`config.mk`:
```
export PLATFORM = sky130hd
export DESIGN_NAME = alu_issue_ctrl
export DESIGN_NICKNAME = d
export VERILOG_FILES = /design/src/rtl/alu_issue_ctrl.sv
export SDC_FILE = /design/constraint.sdc
export NUM_CORES = 1
export LEC_CHECK = 0
export ABC_AREA = 1
export CORE_MARGIN = 5
export CORE_UTILIZATION = 47
export CTS_CLUSTER_DIAMETER = 100
export DETAILED_ROUTE_END_ITERATION = 16
export PLACE_DENSITY = 0.86
export SYNTH_ARGS = -nofsm -noshare
export SYNTH_HDL_FRONTEND = slang
export SYNTH_SLANG_ARGS = --single-unit
```
`constraint.sdc`:
```
create_clock -name clk -period 2.1 [get_ports clk]
set_input_delay 0.42 -clock clk [delete_from_list [all_inputs] [get_ports clk]]
set_output_delay 0.42 -clock clk [all_outputs]
set_load 0.01 [all_outputs]
```
`src/rtl/alu_issue_ctrl.sv`:
```
// alu_issue_ctrl: issues one register-file instruction at a time to an
// external combinational ALU and writes the returned result back.
// Each instruction takes three cycles: accept (IDLE), EXECUTE, WRITEBACK.
module alu_issue_ctrl #(
  parameter int DATA_WIDTH = 8
) (
  input  logic                  clk,
  input  logic                  reset,
  input  logic                  instr_valid,
  output logic                  instr_ready,
  input  logic [8:0]            instr,
  input  logic                  load_en,
  input  logic [1:0]            load_addr,
  input  logic [DATA_WIDTH-1:0] load_data,
  output logic [2:0]            alu_opcode,
  output logic [DATA_WIDTH-1:0] alu_operand_1,
  output logic [DATA_WIDTH-1:0] alu_operand_2,
  input  logic [DATA_WIDTH-1:0] alu_result,
  output logic                  result_valid,
  output logic [DATA_WIDTH-1:0] result_data,
  output logic [1:0]            result_dest,
  input  logic [1:0]            rd_addr,
  output logic [DATA_WIDTH-1:0] rd_data,
  output logic                  busy
);

  typedef enum logic [1:0] {
    S_IDLE      = 2'd0,
    S_EXECUTE   = 2'd1,
    S_WRITEBACK = 2'd2
  } state_t;

  state_t                r_state;
  state_t                w_state_next;

  logic [DATA_WIDTH-1:0] r_regs [4];
  logic [2:0]            r_opcode;
  logic [DATA_WIDTH-1:0] r_operand_1;
  logic [DATA_WIDTH-1:0] r_operand_2;
  logic [1:0]            r_dest;
  logic [DATA_WIDTH-1:0] r_result_data;
  logic [1:0]            r_result_dest;

  logic                  w_accept;
  logic                  w_wb_en;
  logic [2:0]            w_instr_opcode;
  logic [1:0]            w_instr_dest;
  logic [1:0]            w_instr_src1;
  logic [1:0]            w_instr_src2;

  assign w_instr_opcode = instr[8:6];
  assign w_instr_dest   = instr[5:4];
  assign w_instr_src1   = instr[3:2];
  assign w_instr_src2   = instr[1:0];

  assign instr_ready  = (r_state == S_IDLE);
  assign busy         = (r_state != S_IDLE);
  assign result_valid = (r_state == S_WRITEBACK);
  assign w_accept     = instr_valid && instr_ready;
  // The ALU result is committed on the edge that leaves EXECUTE.
  assign w_wb_en      = (r_state == S_EXECUTE);

  // State register.
  always_ff @(posedge clk or posedge reset) begin
    if (reset) begin
      r_state <= S_IDLE;
    end else begin
      r_state <= w_state_next;
    end
  end

  // Next-state logic: fixed three-cycle sequence per accepted instruction.
  always_comb begin
    w_state_next = r_state;
    case (r_state)
      S_IDLE:      if (w_accept) w_state_next = S_EXECUTE;
      S_EXECUTE:   w_state_next = S_WRITEBACK;
      S_WRITEBACK: w_state_next = S_IDLE;
      default:     w_state_next = S_IDLE;
    endcase
  end

  // Register file: external load and ALU writeback; writeback wins on a clash.
  always_ff @(posedge clk or posedge reset) begin
    if (reset) begin
      for (int i = 0; i < 4; i++) begin
        r_regs[i] <= '0;
      end
    end else begin
      for (int i = 0; i < 4; i++) begin
        if (w_wb_en && (r_dest == 2'(i))) begin
          r_regs[i] <= alu_result;
        end else if (load_en && (load_addr == 2'(i))) begin
          r_regs[i] <= load_data;
        end
      end
    end
  end

  // Issue registers: capture opcode and pre-edge operand values on accept only.
  always_ff @(posedge clk or posedge reset) begin
    if (reset) begin
      r_opcode    <= '0;
      r_operand_1 <= '0;
      r_operand_2 <= '0;
      r_dest      <= '0;
    end else if (w_accept) begin
      r_opcode    <= w_instr_opcode;
      r_operand_1 <= r_regs[w_instr_src1];
      r_operand_2 <= r_regs[w_instr_src2];
      r_dest      <= w_instr_dest;
    end
  end

  // Result registers: remember the value and index of the last writeback.
  always_ff @(posedge clk or posedge reset) begin
    if (reset) begin
      r_result_data <= '0;
      r_result_dest <= '0;
    end else if (w_wb_en) begin
      r_result_data <= alu_result;
      r_result_dest <= r_dest;
    end
  end

  assign alu_opcode    = r_opcode;
  assign alu_operand_1 = r_operand_1;
  assign alu_operand_2 = r_operand_2;
  assign result_data   = r_result_data;
  assign result_dest   = r_result_dest;
  assign rd_data       = r_regs[rd_addr];

endmodule

```
==> results summary, run 1 <==
The flow ran to the end, and the final reports show no timing, DRC or antenna violations. The tightest min-delay check is of the in2async type. After routing the design area is about 0.0049 mm2. The final max-slew violation count came to 0. The average vias per placed instance came out at 5.37. The wire length per cell came out at 15.7 um. The max-capacitance violation count came out at 0. The leakage power of the design is around 2.6 nW. The clock transition at the register clock pins on the worst setup and hold paths after CTS came out at around 0.070 ns. The initial antenna violation count came out at 0.

The iteration count of the initial detailed-routing pass came out at 5. The global route total overflow came out at 0. The number of unique standard cell types used by synthesis is 18.

The power per cell area came out at 1010 mW/mm2. The highest layer touched by signal routing is met4. The number of sinks on the clock net is 65.

The flop and latch count out of synthesis came out at 65. The cell area after synthesis is approximately 0.0038 mm2. For this run, the total global-route usage over all layers was measured as 0.236. The pin count of the biggest net entering global routing is 33.

After detailed routing, the met2 layer carries approximately 5300 um of wire. The largest vdd supply drop is 0.567 mV. The final weighted congestion in routability-driven placement came out at 1.02. Buffers placed on the I/O ports in this run total 72. The number of inserted diodes is 0. For this block, the via count after detailed routing is 3976.

The floorplan die area came out at about 0.010 mm2. Final hold analysis gives a worst-case slack of 0.404 ns. In this run the horizontal extent of the chip is 100 um. For this run, the top clock speed supported by timing is ~0.50 GHz. The number of nets still failing antenna checks after routing is 0.

The critical path in this run is classified as in2out. For the worst-skew pair, the clock arrives at the later sink with an insertion delay of 0.36 ns. The peak fanout along the critical path came out at 16. The final count of negative-setup-slack endpoints came out at 0. The total CTS buffers is 9.

The H-tree was split into 3 levels. The most common library cell in the layout ignoring fill and taps is nand2_1. The maximum clock insertion buffer count came out at 2. The placed wire-length estimate came out at 8750 um.

The iteration-0 DRC count of the detailed router came out at 299. The number of nets at the end of the flow came out at 664. The cell area reported after detailed placement is 0.00470 mm2. Counting every instance in the synthesized netlist gives between 500 and 600. The hold buffer count at CTS came out at 0. The sequential cell area in the final layout came out at 0.00163 mm2. TritonCTS built the clock tree. Data on the critical path is required at its endpoint by 1.68 ns. The share of post-route cells with drive strength above 1 came out at 0.0676. The top cell types in the final layout, fill and taps aside, are 226 x nand2_1, 120 x nand3_1, 65 x dfrtp_1. The number of global-route vias before repair is 3803. The design draws 4.93 mW. The number of placement rows came out at 33. The mean cell area of the mapped netlist came out at approximately 7 um2. The detailed router put a total of slightly below 5000 um of wire on met1. In the finished design, the share of the clock period the worst path needs comes to 0.950. The first global-routing pass estimated 18600 um of wire. The launching element type of the critical path is an input pin. The sum of routed wire length over all layers is 11700 um. Setup repair after global routing left no endpoint under its margin.

The warning count from the yosys run came out at 0. The die height is between 100 and 150 um. The worst setup path is captured at an output pin. The number of design rule violations left after detail routing came out at 0. The routed design could run at a clock period as short as 1.99 ns.

73 I/O pins were placed. The count of fill cells added during filler insertion came out at 758. The endpoint arrival time on the critical path came out at around 1.6 ns. The final worst setup slack came out at 0.105 ns.

The proportion of synthesized chip area in sequential cells came out at 0.424. For this configuration, the core starts out at a cell density of 0.474. The transition time of the tightest slew-check pin is 0.505 ns. The remaining max-slew budget at the tightest pin is 0.663.

The multi-input combinational cells in the finished layout cover a total of 0.00181 mm2. The final hold violation count is 0. The core area is between 0.008 and 0.009 mm2.

The cell sitting at the root of the clock tree is a clkbuf_8. From synthesis to final layout, the design area changed by 27.4%. The wire length on met3 came out at 1180 um.

The worst slack at placement came out at -0.216 ns. The post-route clock skew came out at 0.00817 ns. The synthesized netlist net count is 593.
==> what timing repair did <==
item                                    CTS  global route
endpoints found under the setup margin    8             8
setup buffers                             0             0
cloned                                    0             1
gates resized for setup                   8             4
pin swaps                                 0             0
==> where the power goes <==
group	internal, mW	switching, mW
logic	0.859	1.09
clock network	0.456	0.505
registers	1.67	0.344
==> stage by stage <==
step	TNS, ns	instances	utilization
final	0	741	0.604
after floorplan	0	560	-
after global placement	-1.38	724	0.580
after detailed placement	-1.58	724	0.580
after global routing	0	741	0.604
after CTS	0	740	0.600
==> registers in the layout (all words and copies together), names as in the netlist <==
register / flops
alu_operand_1: 8
r_dest: 2
r_regs: 32
r_state: 2
result_dest: 2
alu_opcode: 3
result_data: 8
alu_operand_2: 8
==> final timing paths <==
check	start	slack, ns	end	cells after the start
max reg2reg	r_state[0]	0.65	r_regs[3]	6
min reg2reg	alu_operand_2[1]	0.48	alu_operand_2[1]	2
max	rd_addr[1]	0.11	rd_data[4]	6
min in group clk	alu_operand_2[1]	0.48	alu_operand_2[1]	2
min	reset	0.40	alu_operand_2[2]	2
max in group asynchronous	reset	1.16	r_regs[13]	3
==> per-layer routing <==
metal / vias up / GRT usage
met5: - / 0
li1: 1925 / -
met2: 215 / 0.379
met3: 36 / 0.0681
met1: 1800 / 0.298
met4: 0 / 0.0943
==> critical path, cell delays in order <==
cell             delay, ns
clkdlybuf4s50_1       0.45
buf_12                0.17
a21oi_1               0.11
o21ai_0               0.09
nand2_1               0.06
dlygate4sd2_1         0.26
==> cells in the mapped netlist <==
master    count  share of area
buf_2        11          0.014
nand2_1     226           0.22
buf_4         3         0.0059
o211ai_1      8          0.016
nor2_4        5          0.015
clkbuf_1      9         0.0088
nor2_2        1         0.0016
inv_1        63          0.062
buf_6         4          0.012
nand2_2       1         0.0016
nand3b_1      1         0.0020
dfrtp_1      65           0.42
o21ai_0      28          0.037
inv_2         1        0.00098
a21oi_1       8          0.010
nand3_1     120           0.16
nand2_4       3         0.0088
nor2_1        3         0.0029
==> area by class of cell <==
class / instances / share of cell area
clock buffer: 11 / 0.0289
clock inverter: 5 / 0.00640
inverter: 64 / 0.0492
multi-input combinational: 404 / 0.371
sequential: 65 / 0.333
tap: 105 / 0.0269
timing repair buffer: 87 / 0.185
==> cell families (layout without fill, tap and decap cells) <==
| family | after synthesis | count (layout) | synth area share |
|---|---|---|---|
| buffers and inverters | 91 | 167 | 0.103 |
| AO/OA/AOI/OAI | 44 | 44 | 0.0627 |
| flip-flops | 65 | 65 | 0.424 |
| AND/OR/NAND/NOR | 360 | 360 | 0.410 |
Power figures use the tool's default switching activity.
==> inputs of run 2 (changes only) <==
--- a/config.mk
+++ b/config.mk
@@ -6,11 +6,13 @@
 export NUM_CORES = 1
 export LEC_CHECK = 0
 export ABC_AREA = 1
+export CELL_PAD_IN_SITES_DETAIL_PLACEMENT = 1
+export CELL_PAD_IN_SITES_GLOBAL_PLACEMENT = 2
 export CORE_MARGIN = 5
-export CORE_UTILIZATION = 47
+export CORE_UTILIZATION = 26
 export CTS_CLUSTER_DIAMETER = 100
 export DETAILED_ROUTE_END_ITERATION = 16
-export PLACE_DENSITY = 0.86
+export PLACE_DENSITY = 0.83
 export SYNTH_ARGS = -nofsm -noshare
 export SYNTH_HDL_FRONTEND = slang
 export SYNTH_SLANG_ARGS = --single-unit
==> run 2 against run 1 <==
Net effect: final area rose by 4.9%; via count down 0.38%; clock-buffer cell count fell by 1; cell count up 11%; critical path depth is the same; clock power increased by 60%; non-clock buffer count up 3; worst hold slack gained 0.013 ns; sequential power hardly changed; routed wire length rose by 22%; highest routed layer unchanged.
==> results summary, run 2 (synthesized netlist as in run 1, its figures left out) <==
The final core area utilization is 0.354. The number of design rule violations left after detail routing is 0. The worst-case IR drop observed on VDD is 0.497 mV. The sum of routed wire length over all layers is between 10000 and 15000 um.

The maximum clock insertion buffer count came out at 2. Dividing the detail-routed wire length by the instance count gives 17.3 um. Clock-pin slew was measured on the worst setup and hold paths at 0.06 ns. The placed wire-length estimate is 11000 um.

The transition time of the tightest slew-check pin came out at 0.518 ns. The hold buffer count at CTS came out at 0. The number of nets still failing antenna checks after routing is 0. The initial antenna violation count came out at 0. The die height came out at ~130 um. The share of post-route cells with drive strength above 1 came out at 0.0736. Leaving out fill and tap cells, the most frequent cell in the layout is nand2_1. The share of the clock period used by the worst path after layout is 0.960.

The number of I/O port buffers is 72. The endpoint of the lowest-slack register-to-register path is r_regs[21]. The final hold violation count is 0. The startpoint identified for the worst register-to-register timing path is r_state[0]. After floorplanning, the core was sized to cover 0.0145 mm2. At the worst endpoint, the required time is 1.68 ns.

The capturing element type of the critical path is an output pin. The number of cells on the worst reg-to-reg path is 6. The x dimension of the die came out at 131 um.

The peak fanout along the critical path came out at 16. The hold slack came out at 0.416 ns. The power per cell area came out at 1090 mW/mm2.

The floorplan die area is 0.0173 mm2. STA classifies the critical path startpoint as an input pin. In the layout the commonest cells are 226 x nand2_1, 120 x nand3_1, 65 x dfrtp_1. The global route total overflow came out at 0. The number of placement rows is 44. The remaining max-slew budget at the tightest pin is 0.655.

The number of global-route vias before repair came out at between 4000 and 5000. The run finished with clean final reports. The average vias per placed instance came out at 4.81. The initial utilization of the core area, before any placement, comes to 0.265. The register with the most flip-flops in the final layout is r_regs.

The reg2reg setup slack came out at 0.63 ns. The detailed router placed 3961 vias in this run. The number of placed instances, taps included came out at 806. The number of inserted diodes came out at 0.

Setup repair after global routing left no endpoint under its margin. The overall fraction of global-route tracks in use came out at 0.166. The total number of H-tree levels came out at 3.

The power after layout came out at 5.58 mW. The number of nets at the end of the flow came out at 667. The detailed router finished its first iteration with between 150 and 200 violations. The endpoint arrival time on the critical path is 1.60 ns. The I/O pin count is 73. Relative to the synthesized area, the layout overhead comes to 33.7%. Setup violations remaining at the end of the flow were counted as 0.

The final instance count without filler cells is 823. The flip-flop count of the largest register after layout is 32. The leakage power of the design came out at 2.68 nW. The maximum frequency from static timing analysis is slightly below 0.5 GHz. The post-route clock skew is between 0.008 and 0.009 ns. The wire length of the first global-routing pass is 23200 um. TritonCTS built the clock tree. The number of sinks on the clock net came out at 65. The final max-slew violation count came to 0.

In this run the clock root is driven by a clkbuf_16. The clock reaches the later pin of the worst-skew pair after 0.34 ns. The pin count of the biggest net entering global routing came out at 33. The total CTS buffers came out at 9.

The clock period minus final worst setup slack came out at 2.02 ns. The min-delay analysis places its worst path in the category in2async. The final weighted congestion in routability-driven placement is 0.853.

The iteration count of the initial detailed-routing pass came out at 4. The max-capacitance violation count came out at 0. The count of fill cells added during filler insertion came out at 1837. By startpoint and endpoint, the worst setup path is classified as in2out.
run 2: through the flow:
step | TNS [ns] | instance area, um2 | worst slack (ns)
5_1_grt | 0 | 5120 | 0.0129
3_3_place_gp | -1.49 | 4810 | -0.203
4_1_cts | 0 | 5100 | 0.0195
6_report | 0 | 5120 | 0.0837
3_5_place_dp | -1.74 | 4810 | -0.251
2_1_floorplan | 0 | 3830 | 0.0535
run 2: cell type report:
| class | instances | area, um2 | area share |
|---|---|---|---|
| clock inverter | 6 | 66.3 | 0.0129 |
| timing repair buffer | 90 | 912 | 0.178 |
| inverter | 64 | 240 | 0.0469 |
| sequential | 65 | 1630 | 0.317 |
| tap | 184 | 230 | 0.0449 |
| multi-input combinational | 404 | 1810 | 0.353 |
| clock buffer | 10 | 239 | 0.0466 |
run 2: per-layer routing:
metal | vias up | wire length [um] | track usage
li1 | 1921 | - | -
met1 | 1945 | 6580 | 0.220
met2 | 87 | 6830 | 0.273
met3 | 8 | 682 | 0.0390
met4 | 0 | 156 | 0.0480
met5 | - | 0 | 0
run 2: worst max-delay path, cell delays in order:
cell,delay (ns)
clkdlybuf4s50_1,0.45
buf_12,0.17
a21oi_1,0.11
o21ai_0,0.11
nand2_1,0.06
dlygate4sd2_1,0.27
run 2: what timing repair did:
| action | CTS | global route |
|---|---|---|
| setup buffers | 0 | 0 |
| pin swaps | 0 | 0 |
| endpoints found under the hold margin | 0 | 0 |
| gates cloned | 0 | 1 |
| resized for setup | 9 | 2 |
| setup endpoints to repair | 8 | 8 |
run 2: where the power goes:
group	internal [mW]	switching (mW)	leakage [nW]
Combinational	0.859	1.14	1.72
Sequential	1.68	0.368	0.805
Clock	0.954	0.586	0.153
Total	3.49	2.09	2.68
run 2: worst max-delay path by stage:
| stage | startpoint | slack [ns] | to | cells past startpoint |
|---|---|---|---|---|
| final | rd_addr[1] | 0.08 | rd_data[5] | 6 |
| after global routing | r_state[1] | 0.01 | instr_ready | 2 |
| after CTS | rd_addr[0] | 0.02 | rd_data[1] | 6 |
| after detailed placement | rd_addr[0] | -0.25 | rd_data[7] | 6 |
| after global placement | rd_addr[0] | -0.20 | rd_data[1] | 6 |
| after floorplan | reset | 0.05 | alu_opcode[0] | 1 |
